**config.mk**
```make
export PLATFORM = sky130hd
export DESIGN_NAME = regfile_mp
export DESIGN_NICKNAME = d
export VERILOG_FILES = /design/src/rtl/regfile_mp_pkg.sv /design/src/rtl/regfile_mp_dump_fsm.sv /design/src/rtl/regfile_mp.sv
export SDC_FILE = /design/constraint.sdc
export NUM_CORES = 2
export LEC_CHECK = 0
export CORE_ASPECT_RATIO = 0.7
export CORE_MARGIN = 2
export CORE_UTILIZATION = 45
export CTS_BUF_LIST = sky130_fd_sc_hd__clkbuf_4
export DETAILED_ROUTE_END_ITERATION = 6
export SYNTH_ARGS = -nofsm -noshare
export SYNTH_HDL_FRONTEND = slang
export SYNTH_SLANG_ARGS = --single-unit
```
**constraint.sdc**
```tcl
create_clock -name clk -period 3.4 [get_ports clk]
set_clock_uncertainty 0.2 [all_clocks]
set_input_delay 0.51 -clock clk [delete_from_list [all_inputs] [get_ports clk]]
set_output_delay 0.51 -clock clk [all_outputs]
set_load 0.02 [all_outputs]
```
**src/rtl/regfile_mp_pkg.sv**
```systemverilog
// Shared definitions for regfile_mp: dump FSM state encodings and default geometry.
// Optional same-cycle write forwarding is enabled by defining RF_BYPASS_EN.
package regfile_mp_pkg;

  typedef enum logic [1:0] {
    RF_IDLE = 2'd0,
    RF_SCAN = 2'd1,
    RF_DONE = 2'd2
  } rf_state_t;

  localparam int RF_DEF_DATA_W = 32;
  localparam int RF_DEF_ADDR_W = 5;
  localparam int RF_DEF_NUM_RD = 2;
  localparam int RF_MAX_RD     = 4;

endpackage

```
**src/rtl/regfile_mp_dump_fsm.sv**
```systemverilog
// Dump sequencer: walks every register index once over a valid/ready handshake,
// then emits a single-cycle done pulse. The top module turns dump_addr into data.
module rf_dump_fsm
  import regfile_mp_pkg::*;
#(
  parameter int ADDR_W = RF_DEF_ADDR_W
) (
  input  logic              clk,
  input  logic              rst_n,
  input  logic              dump_req,
  input  logic              dump_ready,
  output logic              dump_busy,
  output logic              dump_valid,
  output logic              dump_done,
  output logic [ADDR_W-1:0] dump_addr
);

  localparam logic [ADDR_W-1:0] LAST_ADDR = {ADDR_W{1'b1}};

  rf_state_t         state, state_next;
  logic [ADDR_W-1:0] ptr, ptr_next;

  always_ff @(posedge clk or negedge rst_n) begin
    if (!rst_n) begin
      state <= RF_IDLE;
      ptr   <= '0;
    end else begin
      state <= state_next;
      ptr   <= ptr_next;
    end
  end

  always_comb begin
    state_next = state;
    ptr_next   = ptr;
    dump_busy  = 1'b0;
    dump_valid = 1'b0;
    dump_done  = 1'b0;
    unique case (state)
      RF_IDLE: begin
        if (dump_req) begin
          state_next = RF_SCAN;
          ptr_next   = '0;
        end
      end
      RF_SCAN: begin
        dump_busy  = 1'b1;
        dump_valid = 1'b1;
        if (dump_ready) begin
          // Park the pointer at 0 after the last beat instead of wrapping,
          // so dump_addr idles at 0 just as it does out of reset.
          if (ptr == LAST_ADDR) begin
            state_next = RF_DONE;
            ptr_next   = '0;
          end else begin
            ptr_next = ptr + 1'b1;
          end
        end
      end
      RF_DONE: begin
        dump_busy  = 1'b1;
        dump_done  = 1'b1;
        state_next = RF_IDLE;
      end
      default: begin
        state_next = RF_IDLE;
        ptr_next   = '0;
      end
    endcase
  end

  assign dump_addr = ptr;

endmodule

```
**src/rtl/regfile_mp.sv**
```systemverilog
// Parametrised multi-read-port register file with a built-in dump engine.
// Define RF_BYPASS_EN to forward same-cycle write data to reads and dump_data.
module regfile_mp
  import regfile_mp_pkg::*;
#(
  parameter int DATA_W   = RF_DEF_DATA_W,
  parameter int ADDR_W   = RF_DEF_ADDR_W,
  parameter int NUM_RD   = RF_DEF_NUM_RD,
  parameter int ZERO_REG = 1
) (
  input  logic                     clk,
  input  logic                     rst_n,
  input  logic [NUM_RD*ADDR_W-1:0] rd_addr,
  output logic [NUM_RD*DATA_W-1:0] rd_data,
  input  logic                     wr_en,
  input  logic [ADDR_W-1:0]        wr_addr,
  input  logic [DATA_W-1:0]        wr_data,
  input  logic                     dump_req,
  output logic                     dump_busy,
  output logic                     dump_valid,
  input  logic                     dump_ready,
  output logic [ADDR_W-1:0]        dump_addr,
  output logic [DATA_W-1:0]        dump_data,
  output logic                     dump_done
);

  localparam int DEPTH     = 1 << ADDR_W;
  localparam int NUM_PORTS = NUM_RD + 1;

  generate
    if (NUM_RD < 1 || NUM_RD > RF_MAX_RD) begin : g_bad_num_rd
      $error("regfile_mp: NUM_RD must be in 1..4");
    end
  endgenerate

  logic [DATA_W-1:0] regs [DEPTH];
  logic              wr_allowed;

  assign wr_allowed = wr_en && !((ZERO_REG != 0) && (wr_addr == '0));

  always_ff @(posedge clk or negedge rst_n) begin
    if (!rst_n) begin
      for (int i = 0; i < DEPTH; i++) regs[i] <= '0;
    end else if (wr_allowed) begin
      regs[wr_addr] <= wr_data;
    end
  end

  rf_dump_fsm #(.ADDR_W(ADDR_W)) u_dump (
    .clk        (clk),
    .rst_n      (rst_n),
    .dump_req   (dump_req),
    .dump_ready (dump_ready),
    .dump_busy  (dump_busy),
    .dump_valid (dump_valid),
    .dump_done  (dump_done),
    .dump_addr  (dump_addr)
  );

  // The dump engine is simply one more read port stacked above the user ports,
  // so it shares the zero-register masking and optional forwarding.
  logic [NUM_PORTS*ADDR_W-1:0] mux_addr;
  logic [NUM_PORTS*DATA_W-1:0] mux_data;

  assign mux_addr = {dump_addr, rd_addr};

  genvar gi;
  generate
    for (gi = 0; gi < NUM_PORTS; gi++) begin : g_port
      logic [ADDR_W-1:0] addr;
      logic [DATA_W-1:0] value;

      assign addr = mux_addr[gi*ADDR_W +: ADDR_W];

      always_comb begin
        value = regs[addr];
`ifdef RF_BYPASS_EN
        if (wr_en && (wr_addr == addr)) value = wr_data;
`endif
        if ((ZERO_REG != 0) && (addr == '0)) value = '0;
      end

      assign mux_data[gi*DATA_W +: DATA_W] = value;
    end
  endgenerate

  assign rd_data   = mux_data[NUM_RD*DATA_W-1:0];
  assign dump_data = mux_data[NUM_RD*DATA_W +: DATA_W];

endmodule

```
== Yosys cells after proc, flatten, opt, wreduce, memory -nomap -nowiden ==
Index checks and enable logic that the tools add are counted.

* Register bits after elaboration: 1031
* Bits in latches: 0
* Memory bits (writable): 0
* Bits in read-only memories: 0
* Bits of input ports: 52
* Output and inout port bits: 104
* Word-level logic and storage cells: 88
* Memories: 0

* Add/subtract/negate cells: 1
* $mul: 0
* Divide/modulo/power cells: 0
* Magnitude comparators: 5
* Eq/ne operators: 6
* Shift operators: 0
* Mux-type cells: 26
* Bitwise gates (word level): 5
* Reductions and logical operators: 11

{| class="wikitable"
|+ Operators by type and width
! kind !! count
|-
| 1024-bit bitwise mux || 1
|-
| 32-bit binary-select mux with 5-bit select || 3
|-
| 32-bit 2-to-1 mux || 10
|-
| 32-bit demux with 5-bit select || 1
|-
| 6-bit greater-or-equal comparator (second input constant) || 4
|-
| 5-bit inverter with 6-bit output || 4
|-
| 5-bit zero test || 4
|-
| 5-bit 2-to-1 mux || 3
|-
| 5-bit case mux with 3 select lines || 1
|-
| 6-bit by 1-bit < comparator with 1-bit output (second input constant) || 1
|-
| 2-bit 2-to-1 mux || 3
|-
| 3-bit AND reduction || 2
|-
| 5-bit by 1-bit adder with 5-bit output (second input constant) || 1
|-
| 5-bit equality test (second input constant) || 1
|-
| 2-bit != test (second input constant) || 2
|-
| 2-bit case mux with 2 select lines || 1
|-
| 1-bit 2-to-1 mux || 3
|-
| 2-bit by 1-bit equality test with 1-bit output (second input constant) || 1
|-
| 2-bit equality test (second input constant) || 1
|-
| 1-bit logical AND || 2
|-
| 2-bit zero test || 1
|-
| 2-bit by 1-bit != test with 1-bit output (second input constant) || 1
|-
| 2-bit OR reduction || 1
|-
| 1-bit zero test || 1
|-
| 1-bit inverter || 1
|}

== Depth between registers and ports, before layout ==
* Depth after elaboration: 6
* Gate-level depth with buffers: 11
* Depth with buffers taken out: 7

== Hierarchy ==
A second synthesis with hierarchy kept.

* Cell total of the unflattened synthesis: 4249
* Area, all modules: 62826.5 µm²

{| class="wikitable"
|+ Modules (own cells, without submodules)
! module !! times used !! cells each !! area each (µm²) !! sequential area each (µm²)
|-
| regfile_mp || 1 || 4203 || 62354.8 || 25624.6
|-
| rf_dump_fsm || 1 || 46 || 471.7 || 175.2
|}

== Least setup slack after synthesis ==
Ideal clock, no wire load.

* Path kind: flip-flop to output port
* Start point: reg u_dump.ptr[0] (netlist: u_dump.dump_addr[0])
* End point: out dump_data[11]
* Data arrival time: 2.604 ns
* Required time: 2.690 ns
* Setup slack: 0.086 ns
* Cell stages (with the launch flop): 12
* Cell sequence: dfrtp_1 -> buf_4 -> buf_6 -> buf_6 -> buf_6 -> buf_4 -> inv_1 -> ha_1 -> nor3_1 -> clkbuf_1 -> a21oi_1 -> a21oi_1

* Word-level cells in the longest chain between the ends: 5
* Elaborated cells on any way between the ends: 6
* Classes of those cells: mux (4); bitwise (1); reduce/logical (1)

{| class="wikitable"
|+ RTL lines
! element !! line !! RTL
|-
| start: declaration || regfile_mp_dump_fsm.sv:21 || <nowiki>logic [ADDR_W-1:0] ptr, ptr_next;</nowiki>
|-
| start signal: assignment || regfile_mp_dump_fsm.sv:29 || <nowiki>ptr <= ptr_next;</nowiki>
|-
| 5-bit inverter with 6-bit output (implied by the code) || regfile_mp.sv:76 || <nowiki>value = regs[addr];</nowiki>
|-
| 32-bit binary-select mux with 5-bit select || regfile_mp.sv:76 ||
|-
| 32-bit 2-to-1 mux (implied by the code) (2 in a row) || regfile_mp.sv:76 ||
|-
| 32-bit 2-to-1 mux * || regfile_mp.sv:80 || <nowiki>if ((ZERO_REG != 0) && (addr == '0)) value = '0;</nowiki>
|-
| end: declaration || regfile_mp.sv:23 || <nowiki>output logic [DATA_W-1:0] dump_data,</nowiki>
|}

Mark *: on every way between the ends. The rest lies on a longest branch, timed or not. The select of a mux whose other input is x is not followed.

== Worst setup path in the final report ==
* Start point: reg u_dump.ptr[0] (netlist: u_dump.dump_addr[0])
* End point: out dump_data[0]

Same word-level chain as after synthesis.

==> metrics.md <==
| Metric | Value |
|---|---|
| CTS max path bufs | 4 |
| Wire length of the first global-routing pass | between 300000 and 400000 microns |
| Arrival @ worst endpoint | about 3.7 ns |
| Netlist area before placement | between 0.06 and 0.07 sq mm |
| Placed wire-length estimate | 154000 microns |
| Share of post-route cells with drive strength above 1 | a little over three fifths |
| Port-buffer cells | 155 |
| CP required | between 2 and 3 ns |
| Final worst path period need | about 4.4 ns |
| H-tree depth | 5 |
| Final period utilization | 128% |
| Worst Hold Class | primary input to flop |
| Portion of synthesized cell area occupied by the leading cell type | 41.1% |
| Insertion delay of the later-clocked pin in the worst-skew pair | 1.32 ns |
| Antenna viol nets, final | 0 |
| Die Height | 316 microns |
| Initial Utilization | a little under half |
| Total Negative Setup Slacks | -42.78 ns |
| DIE AREA | roughly 0.14 sq mm |
| Site row count | 114 |
| Cell accounting for the most synthesized area | sky130_fd_sc_hd__dfrtp_1 |
| Final Hold Slack | between 0.15 and 0.2 ns |
| Largest net degree at the start of global routing | about 100 |
| Final Net Count | approximately 5000 |
| Clock transition at the registers of the reported paths | roughly 0.07 ns |
| Fraction of the yosys area taken by sequential cells | 41.1% |
| Final number of setup-violating endpoints | 96 |
| Yosys warning total | 0 |
| Wire length after detailed routing | 245000 microns |
| Drc violations | 0 |
| Met1 routing resource usage after global routing | a little under half |
| X dimension of the die | around 450 microns |
| Highest attainable clock frequency | ~0.23 GHz |
| First drt pass iteration count | 5 |
| Via count | 47700 |
| Count of state elements after synthesis | a little over 1000 |
| Filler cell count | 11200 |
| Number of buffers created by CTS | between 200 and 300 |
| Final worst-path setup slack | -0.962 ns |
| Setup repair after global routing missed its margin | true |
| Ports placed on the boundary | 156 |
| Final Hold Fails | 0 |
| Gpl congestion | 0.897 |
| Violations in the final reports | negative setup slack |
| Largest cells by area after synthesis | sky130_fd_sc_hd__dfrtp_1 41%, sky130_fd_sc_hd__mux4_2 23%, sky130_fd_sc_hd__mux2_2 19%, sky130_fd_sc_hd__mux2i_1 4.9%, sky130_fd_sc_hd__clkbuf_1 1.6% |
| Number of antenna violations at the first check in global routing | 6 |
| Remaining global-route overflow | 0 |
| Root buffer cell | sky130_fd_sc_hd__clkbuf_4 |
| Net count of the mapped netlist | roughly 4400 |
| Run status | complete, but fails checks |
| Overall global routing resource usage | between 30 and 40% |
| GR Util met3 | approximately 11% |
| Vias in the first global route | 47800 |
| Sinks on the clock net | 1031 |
| Post-Synthesis Cells | roughly 4300 |
| Post-synth EDFFs | 0 |
| Largest vdd supply drop | 0.342 mV |
| Area delta synth->final | 23.9% |
| DR WL/cell | around 35 microns |
| GR met2 Demand/Resource | between 40 and 50% |
| Core area | 0.138 sq mm |
| Global-route layer with the greatest usage | met2 |
| Synthesized area divided by synthesized cell count | ~15 sq um |
| Vias per cell | just under 7 |
| Number of distinct library cell variants in the gate-level netlist after synthesis | 48 |
| Pins Over Slew Limit | 0 |
| Highest net fanout along the worst path | 7 |
| Async set or reset register ratio after synthesis | 100% |
| First DRT Iteration DRCs | ~5700 |
| Critical path type | flop to output pin |
| Critical Path End Type | output pin |
| Number of max-cap violations | 0 |
| TritonCTS clock tree | done |
| Startpoint Class | flop |
| Setup Slack @ Placement | -0.515 ns |
| Transition time of the tightest slew-check pin | 1.26 ns |
| Most used DFF post-synth | sky130_fd_sc_hd__dfrtp_1 |
| Power density over cell area | roughly 580 mW/mm^2 |
| Cell leakage power | 32.9 nW |
| Rel. slew slack | roughly 16% |
## sequential cells by signal, summed over array words and instances, names as in the netlist
register / flops
regs: 1024
u_dump.state: 2
u_dump.dump_addr: 5
## cells by family (layout without fill, tap and decap cells)
logic type	after synthesis	after routing	share of synthesized area (%)
XOR/XNOR	2	2	0.0279
other	0	9	0
buffers and inverters	527	1341	3.80
AND/OR/NAND/NOR	254	254	2.07
adder cells (fa/ha/maj)	7	7	0.140
flip-flops	1031	1031	41.1
multiplexers	2025	2025	47.2
AO/OA/AOI/OAI	467	467	5.67
## Yosys cell counts (all sizes together), types with 32 or more instances
cell	instances
a211oi	33
a21oi	50
a221o	46
a221oi	68
a22o	32
a22oi	77
a31oi	38
and3	47
buf	251
clkbuf	270
dfrtp	1031
mux2	1083
mux2i	305
mux4	637
nand2	89
nor3	35
o21ai	36
o221ai	43
## power breakdown
part	internal, W	leakage [nW]	switching, W
logic	0.00951	17.7	0.00720
registers	0.0146	13.2	0.00235
clock network	0.00546	1.98	0.00563
total	0.0296	32.9	0.0152
## area by class of cell
class                      instances  area [sq um]  area share (%)
inverter                           6          28.8          0.0370
tap                             1856          2320            2.99
clock inverter                    62           267           0.343
timing repair buffer             873          9970            12.8
clock buffer                     400          3000            3.86
antenna                            9          22.5          0.0290
sequential                      1031         25800            33.2
multi-input combinational       2755         36300            46.7
## placed cells by master, fill, tap and decap left out, types with 11 or more instances in the layout
| cell | synthesis | layout |
|---|---|---|
| sky130_fd_sc_hd__o21ai_0 | 13 | 11 |
| sky130_fd_sc_hd__a22oi_2 | 0 | 19 |
| sky130_fd_sc_hd__mux2_2 | 1083 | 1080 |
| sky130_fd_sc_hd__clkinv_1 | 1 | 49 |
| sky130_fd_sc_hd__o21ai_1 | 23 | 17 |
| sky130_fd_sc_hd__dlygate4sd3_1 | 0 | 20 |
| sky130_fd_sc_hd__a211oi_2 | 0 | 31 |
| sky130_fd_sc_hd__nand2_4 | 0 | 15 |
| sky130_fd_sc_hd__a21oi_2 | 0 | 19 |
| sky130_fd_sc_hd__a22oi_1 | 77 | 58 |
| sky130_fd_sc_hd__a31oi_2 | 0 | 13 |
| sky130_fd_sc_hd__buf_12 | 0 | 185 |
| sky130_fd_sc_hd__a22o_1 | 32 | 30 |
| sky130_fd_sc_hd__a221oi_1 | 68 | 62 |
| sky130_fd_sc_hd__buf_16 | 0 | 16 |
| sky130_fd_sc_hd__and3_1 | 47 | 20 |
| sky130_fd_sc_hd__a31oi_1 | 38 | 14 |
| sky130_fd_sc_hd__clkbuf_4 | 0 | 400 |
| sky130_fd_sc_hd__mux2i_1 | 305 | 278 |
| sky130_fd_sc_hd__buf_8 | 0 | 14 |
| sky130_fd_sc_hd__buf_4 | 30 | 467 |
| sky130_fd_sc_hd__mux2i_2 | 0 | 25 |
| sky130_fd_sc_hd__nor3_2 | 0 | 26 |
| sky130_fd_sc_hd__a221o_1 | 46 | 46 |
| sky130_fd_sc_hd__and3_4 | 0 | 27 |
| sky130_fd_sc_hd__o221ai_1 | 43 | 43 |
| sky130_fd_sc_hd__dfrtp_1 | 1031 | 1026 |
| sky130_fd_sc_hd__clkdlybuf4s50_1 | 0 | 41 |
| sky130_fd_sc_hd__o22ai_1 | 12 | 11 |
| sky130_fd_sc_hd__a21oi_1 | 50 | 23 |
| sky130_fd_sc_hd__mux4_2 | 637 | 637 |
| sky130_fd_sc_hd__nor2_4 | 0 | 21 |
| sky130_fd_sc_hd__a31oi_4 | 0 | 11 |
| sky130_fd_sc_hd__nand2_1 | 89 | 71 |
| sky130_fd_sc_hd__buf_6 | 14 | 116 |
## critical path, stage by stage, from the launching register on
cell,delay (ns)
sky130_fd_sc_hd__dfrtp_4,0.50
sky130_fd_sc_hd__buf_12,0.16
sky130_fd_sc_hd__buf_16,0.17
sky130_fd_sc_hd__buf_16,0.16
sky130_fd_sc_hd__buf_12,0.13
sky130_fd_sc_hd__buf_4,0.16
sky130_fd_sc_hd__mux2i_1,0.12
sky130_fd_sc_hd__o2bb2ai_1,0.28
sky130_fd_sc_hd__a211oi_2,0.11
sky130_fd_sc_hd__a21oi_4,0.33
sky130_fd_sc_hd__buf_6,0.17
## per-layer routing
layer,share of wire [%],wire length [microns],vias up
met3,12,28900,632
met4,4.8,11700,6
met1,40,98300,25200
li1,-,-,18700
met5,0.016,40,-
met2,43,106000,3159
## repair_timing
action,CTS,global route
hold buffers,21,0
pin swaps,150,104
setup buffers,182,49
endpoints found under the hold margin,1494,0
setup endpoints to repair,104,96
gates cloned,12,2
resized for setup,710,125
## stage by stage
stage	instance area [sq um]	std cells	utilization, %	power, W
after detailed placement	70400	6305	51.0	0.0311
after global placement	70400	6305	51.0	0.0309
after floorplan	62700	4313	-	0.0258
after CTS	76900	6945	55.7	0.0442
after global routing	77700	6988	56.2	0.0466
final	77700	6992	56.2	0.0448
## worst paths after layout
kind / startpoint / end / slack, ns / depth (start not counted)
setup / recovery: u_dump.dump_addr[0] / dump_data[0] / -0.96 / 10
hold / removal: wr_addr[4] / regs[991] / 0.20 / 5
setup reg to reg: u_dump.dump_addr[0] / u_dump.state[1] / 0.35 / 11
hold reg to reg: regs[1018] / regs[1018] / 0.22 / 0
max in group asynchronous: rst_n / regs[977] / 1.62 / 6
min in group asynchronous: rst_n / regs[4] / 0.35 / 4
No activity file was read; power rests on OpenSTA's default activity.
